$ cat src/rtl/uart_pkg.sv
// Shared types and configuration helpers for the UART transmit framer.
package uart_pkg;

  // Framer states; the encoding is fixed so debug views stay stable.
  typedef enum logic [2:0] {
    ST_IDLE  = 3'd0,
    ST_START = 3'd1,
    ST_DATA  = 3'd2,
    ST_PAR   = 3'd3,
    ST_STOP  = 3'd4
  } state_e;

  // Parity modes.
  localparam int PAR_NONE = 0;
  localparam int PAR_ODD  = 1;
  localparam int PAR_EVEN = 2;

  // Configuration legality, evaluated at elaboration by the framer.
  function automatic bit data_bits_ok(input int n);
    return (n >= 5) && (n <= 9);
  endfunction

  function automatic bit stop_bits_ok(input int n);
    return (n == 1) || (n == 2);
  endfunction

  function automatic bit parity_ok(input int p);
    return (p == PAR_NONE) || (p == PAR_ODD) || (p == PAR_EVEN);
  endfunction

endpackage

$ cat src/rtl/uart_tx_hold.sv
// One-entry holding register between the word source and the framer.
// Handshake: a word moves when in_valid && in_ready are both high at a clk
// edge; in_ready is simply "register empty", and the source must keep
// in_data stable while in_valid is high and in_ready is low.
module uart_tx_hold
  import uart_pkg::*;
#(
  parameter int DATA_BITS = 8,
  parameter int PARITY    = PAR_NONE
) (
  input  logic                 clk,
  input  logic                 reset_pulse,
  input  logic [DATA_BITS-1:0] in_data,
  input  logic                 in_valid,
  output logic                 in_ready,
  input  logic                 take,
  output logic                 full,
  output logic [DATA_BITS-1:0] hold_data,
  output logic                 hold_par
);

  logic                 full_q, full_d;
  logic [DATA_BITS-1:0] data_q, data_d;
  logic                 par_q, par_d;
  logic                 par_calc;

  // Parity bit that makes the ones count of data+parity odd or even.
  always_comb begin
    par_calc = 1'b0;
    if (PARITY == PAR_ODD) begin
      par_calc = ~(^in_data);
    end else if (PARITY == PAR_EVEN) begin
      par_calc = ^in_data;
    end
  end

  // Accept into the empty register, or release it when the framer takes it.
  // Both cannot happen together because take implies full.
  always_comb begin
    full_d = full_q;
    data_d = data_q;
    par_d  = par_q;
    if (take) begin
      full_d = 1'b0;
    end else if (in_valid && !full_q) begin
      full_d = 1'b1;
      data_d = in_data;
      par_d  = par_calc;
    end
  end

  // Holding register flops.
  always_ff @(posedge clk) begin
    if (reset_pulse) begin
      full_q <= 1'b0;
      data_q <= '0;
      par_q  <= 1'b0;
    end else begin
      full_q <= full_d;
      data_q <= data_d;
      par_q  <= par_d;
    end
  end

  // Registered status straight to the ports.
  always_comb begin
    in_ready  = ~full_q;
    full      = full_q;
    hold_data = data_q;
    hold_par  = par_q;
  end

endmodule

$ cat src/rtl/uart_tx_framer.sv
// UART transmit framer: start bit, DATA_BITS data bits LSB first, optional
// parity, 1 or 2 stop bits. All line changes happen on baud_tick cycles and
// appear on tx_out one cycle later. A queued word follows the last stop bit
// with no idle gap.
module uart_tx_framer
  import uart_pkg::*;
#(
  parameter int DATA_BITS = 8,
  parameter int PARITY    = 0,
  parameter int STOP_BITS = 1
) (
  input  logic                 clk,
  input  logic                 reset_pulse,
  input  logic                 baud_tick,
  input  logic [DATA_BITS-1:0] in_data,
  input  logic                 in_valid,
  output logic                 in_ready,
  output logic                 tx_out,
  output logic                 busy,
  output logic                 frame_done
);

  localparam int CNT_W = $clog2(DATA_BITS);
  localparam logic [CNT_W-1:0] LAST_BIT  = CNT_W'(DATA_BITS - 1);
  localparam logic             LAST_STOP = 1'(STOP_BITS - 1);

  if (!data_bits_ok(DATA_BITS)) begin : g_bad_data_bits
    $error("uart_tx_framer: DATA_BITS must be in 5..9");
  end
  if (!stop_bits_ok(STOP_BITS)) begin : g_bad_stop_bits
    $error("uart_tx_framer: STOP_BITS must be 1 or 2");
  end
  if (!parity_ok(PARITY)) begin : g_bad_parity
    $error("uart_tx_framer: PARITY must be 0, 1 or 2");
  end

  state_e               state_q, state_d;
  logic [DATA_BITS-1:0] shift_q, shift_d;
  logic                 par_q, par_d;
  logic [CNT_W-1:0]     bit_cnt_q, bit_cnt_d;
  logic                 stop_cnt_q, stop_cnt_d;
  logic                 tx_q, tx_d;
  logic                 done_q, done_d;

  logic                 take;
  logic                 hold_full;
  logic [DATA_BITS-1:0] hold_data;
  logic                 hold_par;

  uart_tx_hold #(
    .DATA_BITS (DATA_BITS),
    .PARITY    (PARITY)
  ) u_hold (
    .clk         (clk),
    .reset_pulse (reset_pulse),
    .in_data     (in_data),
    .in_valid    (in_valid),
    .in_ready    (in_ready),
    .take        (take),
    .full        (hold_full),
    .hold_data   (hold_data),
    .hold_par    (hold_par)
  );

  // State and datapath registers; reset leaves the line idle high.
  always_ff @(posedge clk) begin
    if (reset_pulse) begin
      state_q    <= ST_IDLE;
      shift_q    <= '0;
      par_q      <= 1'b0;
      bit_cnt_q  <= '0;
      stop_cnt_q <= 1'b0;
      tx_q       <= 1'b1;
      done_q     <= 1'b0;
    end else begin
      state_q    <= state_d;
      shift_q    <= shift_d;
      par_q      <= par_d;
      bit_cnt_q  <= bit_cnt_d;
      stop_cnt_q <= stop_cnt_d;
      tx_q       <= tx_d;
      done_q     <= done_d;
    end
  end

  // Next state and next line level; nothing moves without a baud tick.
  always_comb begin
    state_d    = state_q;
    shift_d    = shift_q;
    par_d      = par_q;
    bit_cnt_d  = bit_cnt_q;
    stop_cnt_d = stop_cnt_q;
    tx_d       = tx_q;
    done_d     = 1'b0;
    take       = 1'b0;
    if (baud_tick) begin
      unique case (state_q)
        ST_IDLE: begin
          if (hold_full) begin
            take    = 1'b1;
            shift_d = hold_data;
            par_d   = hold_par;
            tx_d    = 1'b0;
            state_d = ST_START;
          end
        end
        ST_START: begin
          tx_d      = shift_q[0];
          bit_cnt_d = '0;
          state_d   = ST_DATA;
        end
        ST_DATA: begin
          if (bit_cnt_q == LAST_BIT) begin
            if (PARITY == PAR_NONE) begin
              tx_d       = 1'b1;
              stop_cnt_d = 1'b0;
              state_d    = ST_STOP;
            end else begin
              tx_d    = par_q;
              state_d = ST_PAR;
            end
          end else begin
            shift_d   = shift_q >> 1;
            tx_d      = shift_q[1];
            bit_cnt_d = bit_cnt_q + CNT_W'(1);
          end
        end
        ST_PAR: begin
          tx_d       = 1'b1;
          stop_cnt_d = 1'b0;
          state_d    = ST_STOP;
        end
        ST_STOP: begin
          if (stop_cnt_q == LAST_STOP) begin
            done_d = 1'b1;
            // A queued word starts immediately, so frames run back to back.
            if (hold_full) begin
              take    = 1'b1;
              shift_d = hold_data;
              par_d   = hold_par;
              tx_d    = 1'b0;
              state_d = ST_START;
            end else begin
              tx_d    = 1'b1;
              state_d = ST_IDLE;
            end
          end else begin
            stop_cnt_d = stop_cnt_q + 1'b1;
            tx_d       = 1'b1;
          end
        end
        default: begin
          tx_d    = 1'b1;
          state_d = ST_IDLE;
        end
      endcase
    end
  end

  // Outputs come straight from registers; busy covers every non-idle state.
  always_comb begin
    tx_out     = tx_q;
    busy       = (state_q != ST_IDLE);
    frame_done = done_q;
  end

endmodule

$ cat config.mk
export PLATFORM = sky130hd
export DESIGN_NAME = uart_tx_framer
export DESIGN_NICKNAME = d
export VERILOG_FILES = /design/src/rtl/uart_pkg.sv /design/src/rtl/uart_tx_hold.sv /design/src/rtl/uart_tx_framer.sv
export SDC_FILE = /design/constraint.sdc
export NUM_CORES = 1
export LEC_CHECK = 0
export ABC_AREA = 1
export CORE_MARGIN = 3
export CORE_UTILIZATION = 50
export CTS_BUF_LIST = sky130_fd_sc_hd__clkbuf_4 sky130_fd_sc_hd__clkbuf_8
export DETAILED_ROUTE_END_ITERATION = 8
export GPL_TIMING_DRIVEN = 0
export PLACE_DENSITY = 0.73
export RECOVER_POWER = 50
export SYNTH_ARGS = -nofsm -noshare
export SYNTH_HDL_FRONTEND = slang
export SYNTH_SLANG_ARGS = --single-unit
$ cat constraint.sdc
create_clock -name clk -period 2.8 [get_ports clk]
set_clock_uncertainty 0.15 [all_clocks]
set_input_delay 0.42 -clock clk [delete_from_list [all_inputs] [get_ports clk]]
set_output_delay 0.42 -clock clk [all_outputs]
set_load 0.01 [all_outputs]
==> run_results.csv <==
group,metric,value,unit
global_route,grt_overflow_total,0,
cells_and_area,nets,205,
timing,period_minus_slack,2.08,ns
logic_synthesis,synth_flop_cell,"dfxtp_1",
clock_tree,htree_levels,1,
run,cap_violations,0,
floorplan,std_cell_rows,17,
critical_path,r2r_end,"shift_q[4]",
drt,antenna_left,0,
timing,worst_pin_slew,0.444,ns
power_and_ir_drop,powerDensity,532,nW/um2
global_route,antenna_found_initial,0,
power_and_ir_drop,peakVddDrop,0.000388,V
logic_synthesis,synth-async-reset-ratio,0,
critical_path,cp_max_fo,6,
power_and_ir_drop,p_leak,0.000665,uW
critical_path,crit_start,"state_q[1]",
drt,first_iter_violations,16,
cells_and_area,nFillCells,225,
timing,setup_tns,0,ns
clock_tree,cts.sinks,25,
floorplan,core_area,2250,um2
clock_tree,cts_tree,"built",
global_route,grt_pass1_vias,1088,
timing,setup_violations,0,
drt,drt-wirelength-per-cell,11.5,um
logic_synthesis,synth_area,1220,um2
drt,drcViolationCount,0,
critical_path,r2r_slack,1.11,ns
timing,rsz0062_at_grt,"false",
critical_path,r2r_start,"bit_cnt_q[0]",
clock_tree,cts_buffers,3,
hold_path,whs_path_depth,2,
critical_path,worstPathRequired,2.23,ns
clock_tree,cts_setup_buffers,0,
drt,via_per_inst,5.10,
hold_path,min-delay-start,"bit_cnt_q[1]",
placed_design,globalplace.congestion,0.844,
critical_path,slowest_stage,"clkdlybuf4s50_1",
clock_tree,cts_root_buf,"clkbuf_4",
critical_path,end_kind,"output pin",
cells_and_area,layout_commonest_cell,"nand2_1",
cells_and_area,area_growth,16.6,%
critical_path,slowest_delay,0.52,ns
logic_synthesis,synth_edf_count,0,
global_route,grt_pass1_wl,4400,um
critical_path,arrival,1.51,ns
logic_synthesis,synth_top_area_frac,0.412,
drt,drt-total-wl,2500,um
logic_synthesis,netlist_instances,171,
logic_synthesis,yosysTopAreaCell,"dfxtp_1",
clock_tree,cts_resized,0,
clock_tree,path_clk_slew,0.14,ns
run_status,status,"finished clean",
floorplan,start_util,0.539,
placed_design,hpwlAfterDp,1920,um
timing,fmax,0.480,GHz
cells_and_area,multi_input_area,581,um2
floorplan,die_y,55.3,um
critical_path,start_kind,"flop",
drt,firstDrtPassIters,5,
floorplan,die_area,3060,um2
cells_and_area,antenna_cells,0,
cells_and_area,final_cell_mix,"nand2_1 (42), nor2_1 (41), dfxtp_1 (25)",
global_route,grt_start_max_net_pins,16,
timing,hold_violations,0,
critical_path,ff2ff_path_depth,8,
clock_tree,hold_buffers,0,
cells_and_area,post-route-util,0.629,
logic_synthesis,syn_area_per_cell,7.11,um2
global_route,track_usage,0.176,
clock_tree,cts_buffer_depth,2,
logic_synthesis,synth_area_leaders,"dfxtp_1 (41%), nand2_1 (13%), nor2_1 (12%)",
cells_and_area,drive_gt1_frac,0.100,
logic_synthesis,yosysSeqAreaShare,0.412,
hold_path,hp-class,"flop to flop",
critical_path,crit_path_cell_trace,"nor2_4 -> nand2_1 -> clkdlybuf4s50_1",
logic_synthesis,ys_ff_latch,25,
timing,maxSlewHeadroom,0.704,
power_and_ir_drop,power,754,uW
logic_synthesis,ys_warn_count,0,
drt,vias,1111,
clock_tree,clk_latency,0.32,ns
hold_path,worst_hold_path.endpoint,"bit_cnt_q[1]",
logic_synthesis,yosysUniqueCellTypes,25,
floorplan,die_w,55.3,um
timing,slew_violations,0,
timing,min_period_over_period,0.744,
critical_path,crit_type,"flop to output pin",
logic_synthesis,synthesis.nets,185,
placed_design,portBuffers,15,
cells_and_area,seqCellArea,500,um2
floorplan,io_pins,16,
[Yosys cell counts, types with 2 or more instances]
cell type  count
nand3_1        5
nand4_1        2
o21ai_0        9
nor2_1        40
o21ai_2        7
inv_1         18
dfxtp_1       25
inv_2          2
ha_1           2
nand2_1       42
a21oi_1        4
buf_6          2
[registers in the layout, indices dropped and copies added, names as in the netlist]
register,flops
bit_cnt_q,3
frame_done,1
shift_q,8
state_q,3
tx_out,1
u_hold.full,1
u_hold.hold_data,8
[final cells by class]
cell class	instances	share of cell area
inverters	20	0.0530
multi-input cells	122	0.410
plain buffers	4	0.0327
well taps	28	0.0247
flip-flops and latches	25	0.353
repair buffers	15	0.106
clock inverters	1	0.00530
clock buffers	3	0.0159
[per-stage QoR]
step           cells  cell area (um2)  hold WS [ns]  setup WS (ns)
2_1_floorplan    171             1220         0.289           1.28
3_3_place_gp     214             1400         0.303          0.863
3_5_place_dp     214             1400         0.308          0.865
4_1_cts          218             1430         0.341          0.701
5_1_grt          218             1420         0.360          0.649
6_report         218             1420         0.336          0.717
[power breakdown]
part,total [uW],internal (uW),leakage [uW],switching [uW]
Sequential,404,386,0.000205,18.3
Clock,166,54.6,0.0000139,111
Combinational,185,79.7,0.000446,105
[worst max-delay path by stage]
stage                           to  slack, ns  depth (start not counted)
2_1_floorplan           shift_q[4]       1.28                          8
3_3_place_gp   u_hold.hold_data[1]       0.86                          6
3_5_place_dp   u_hold.hold_data[6]       0.86                          6
4_1_cts                       busy       0.70                          3
5_1_grt                       busy       0.65                          3
6_report                      busy       0.72                          3
[layer usage]
metal / track usage / wire length [um] / up-vias
met5: 0 / 0 / -
met1: 0.184 / 1070 / 503
met3: 0.0561 / 131 / 2
met2: 0.333 / 1280 / 30
li1: - / - / 576
met4: 0.0451 / 17 / 0
[logic make-up (layout without fill, tap and decap cells)]
family          Yosys count  after routing  share of synthesized area
flops                    25             25                      0.412
fa+ha+maj                 2              2                     0.0206
simple gates             97             97                      0.345
compound gates           23             23                      0.122
buf+inv                  24             43                      0.101
[worst max-delay path: cells and delay by family, from the launching register on]
kind	cells	cell delay, ns
flip-flops	1	0.51
buffers and inverters	1	0.52
AND/OR/NAND/NOR	2	0.16
Power figures use the tool's default switching activity.
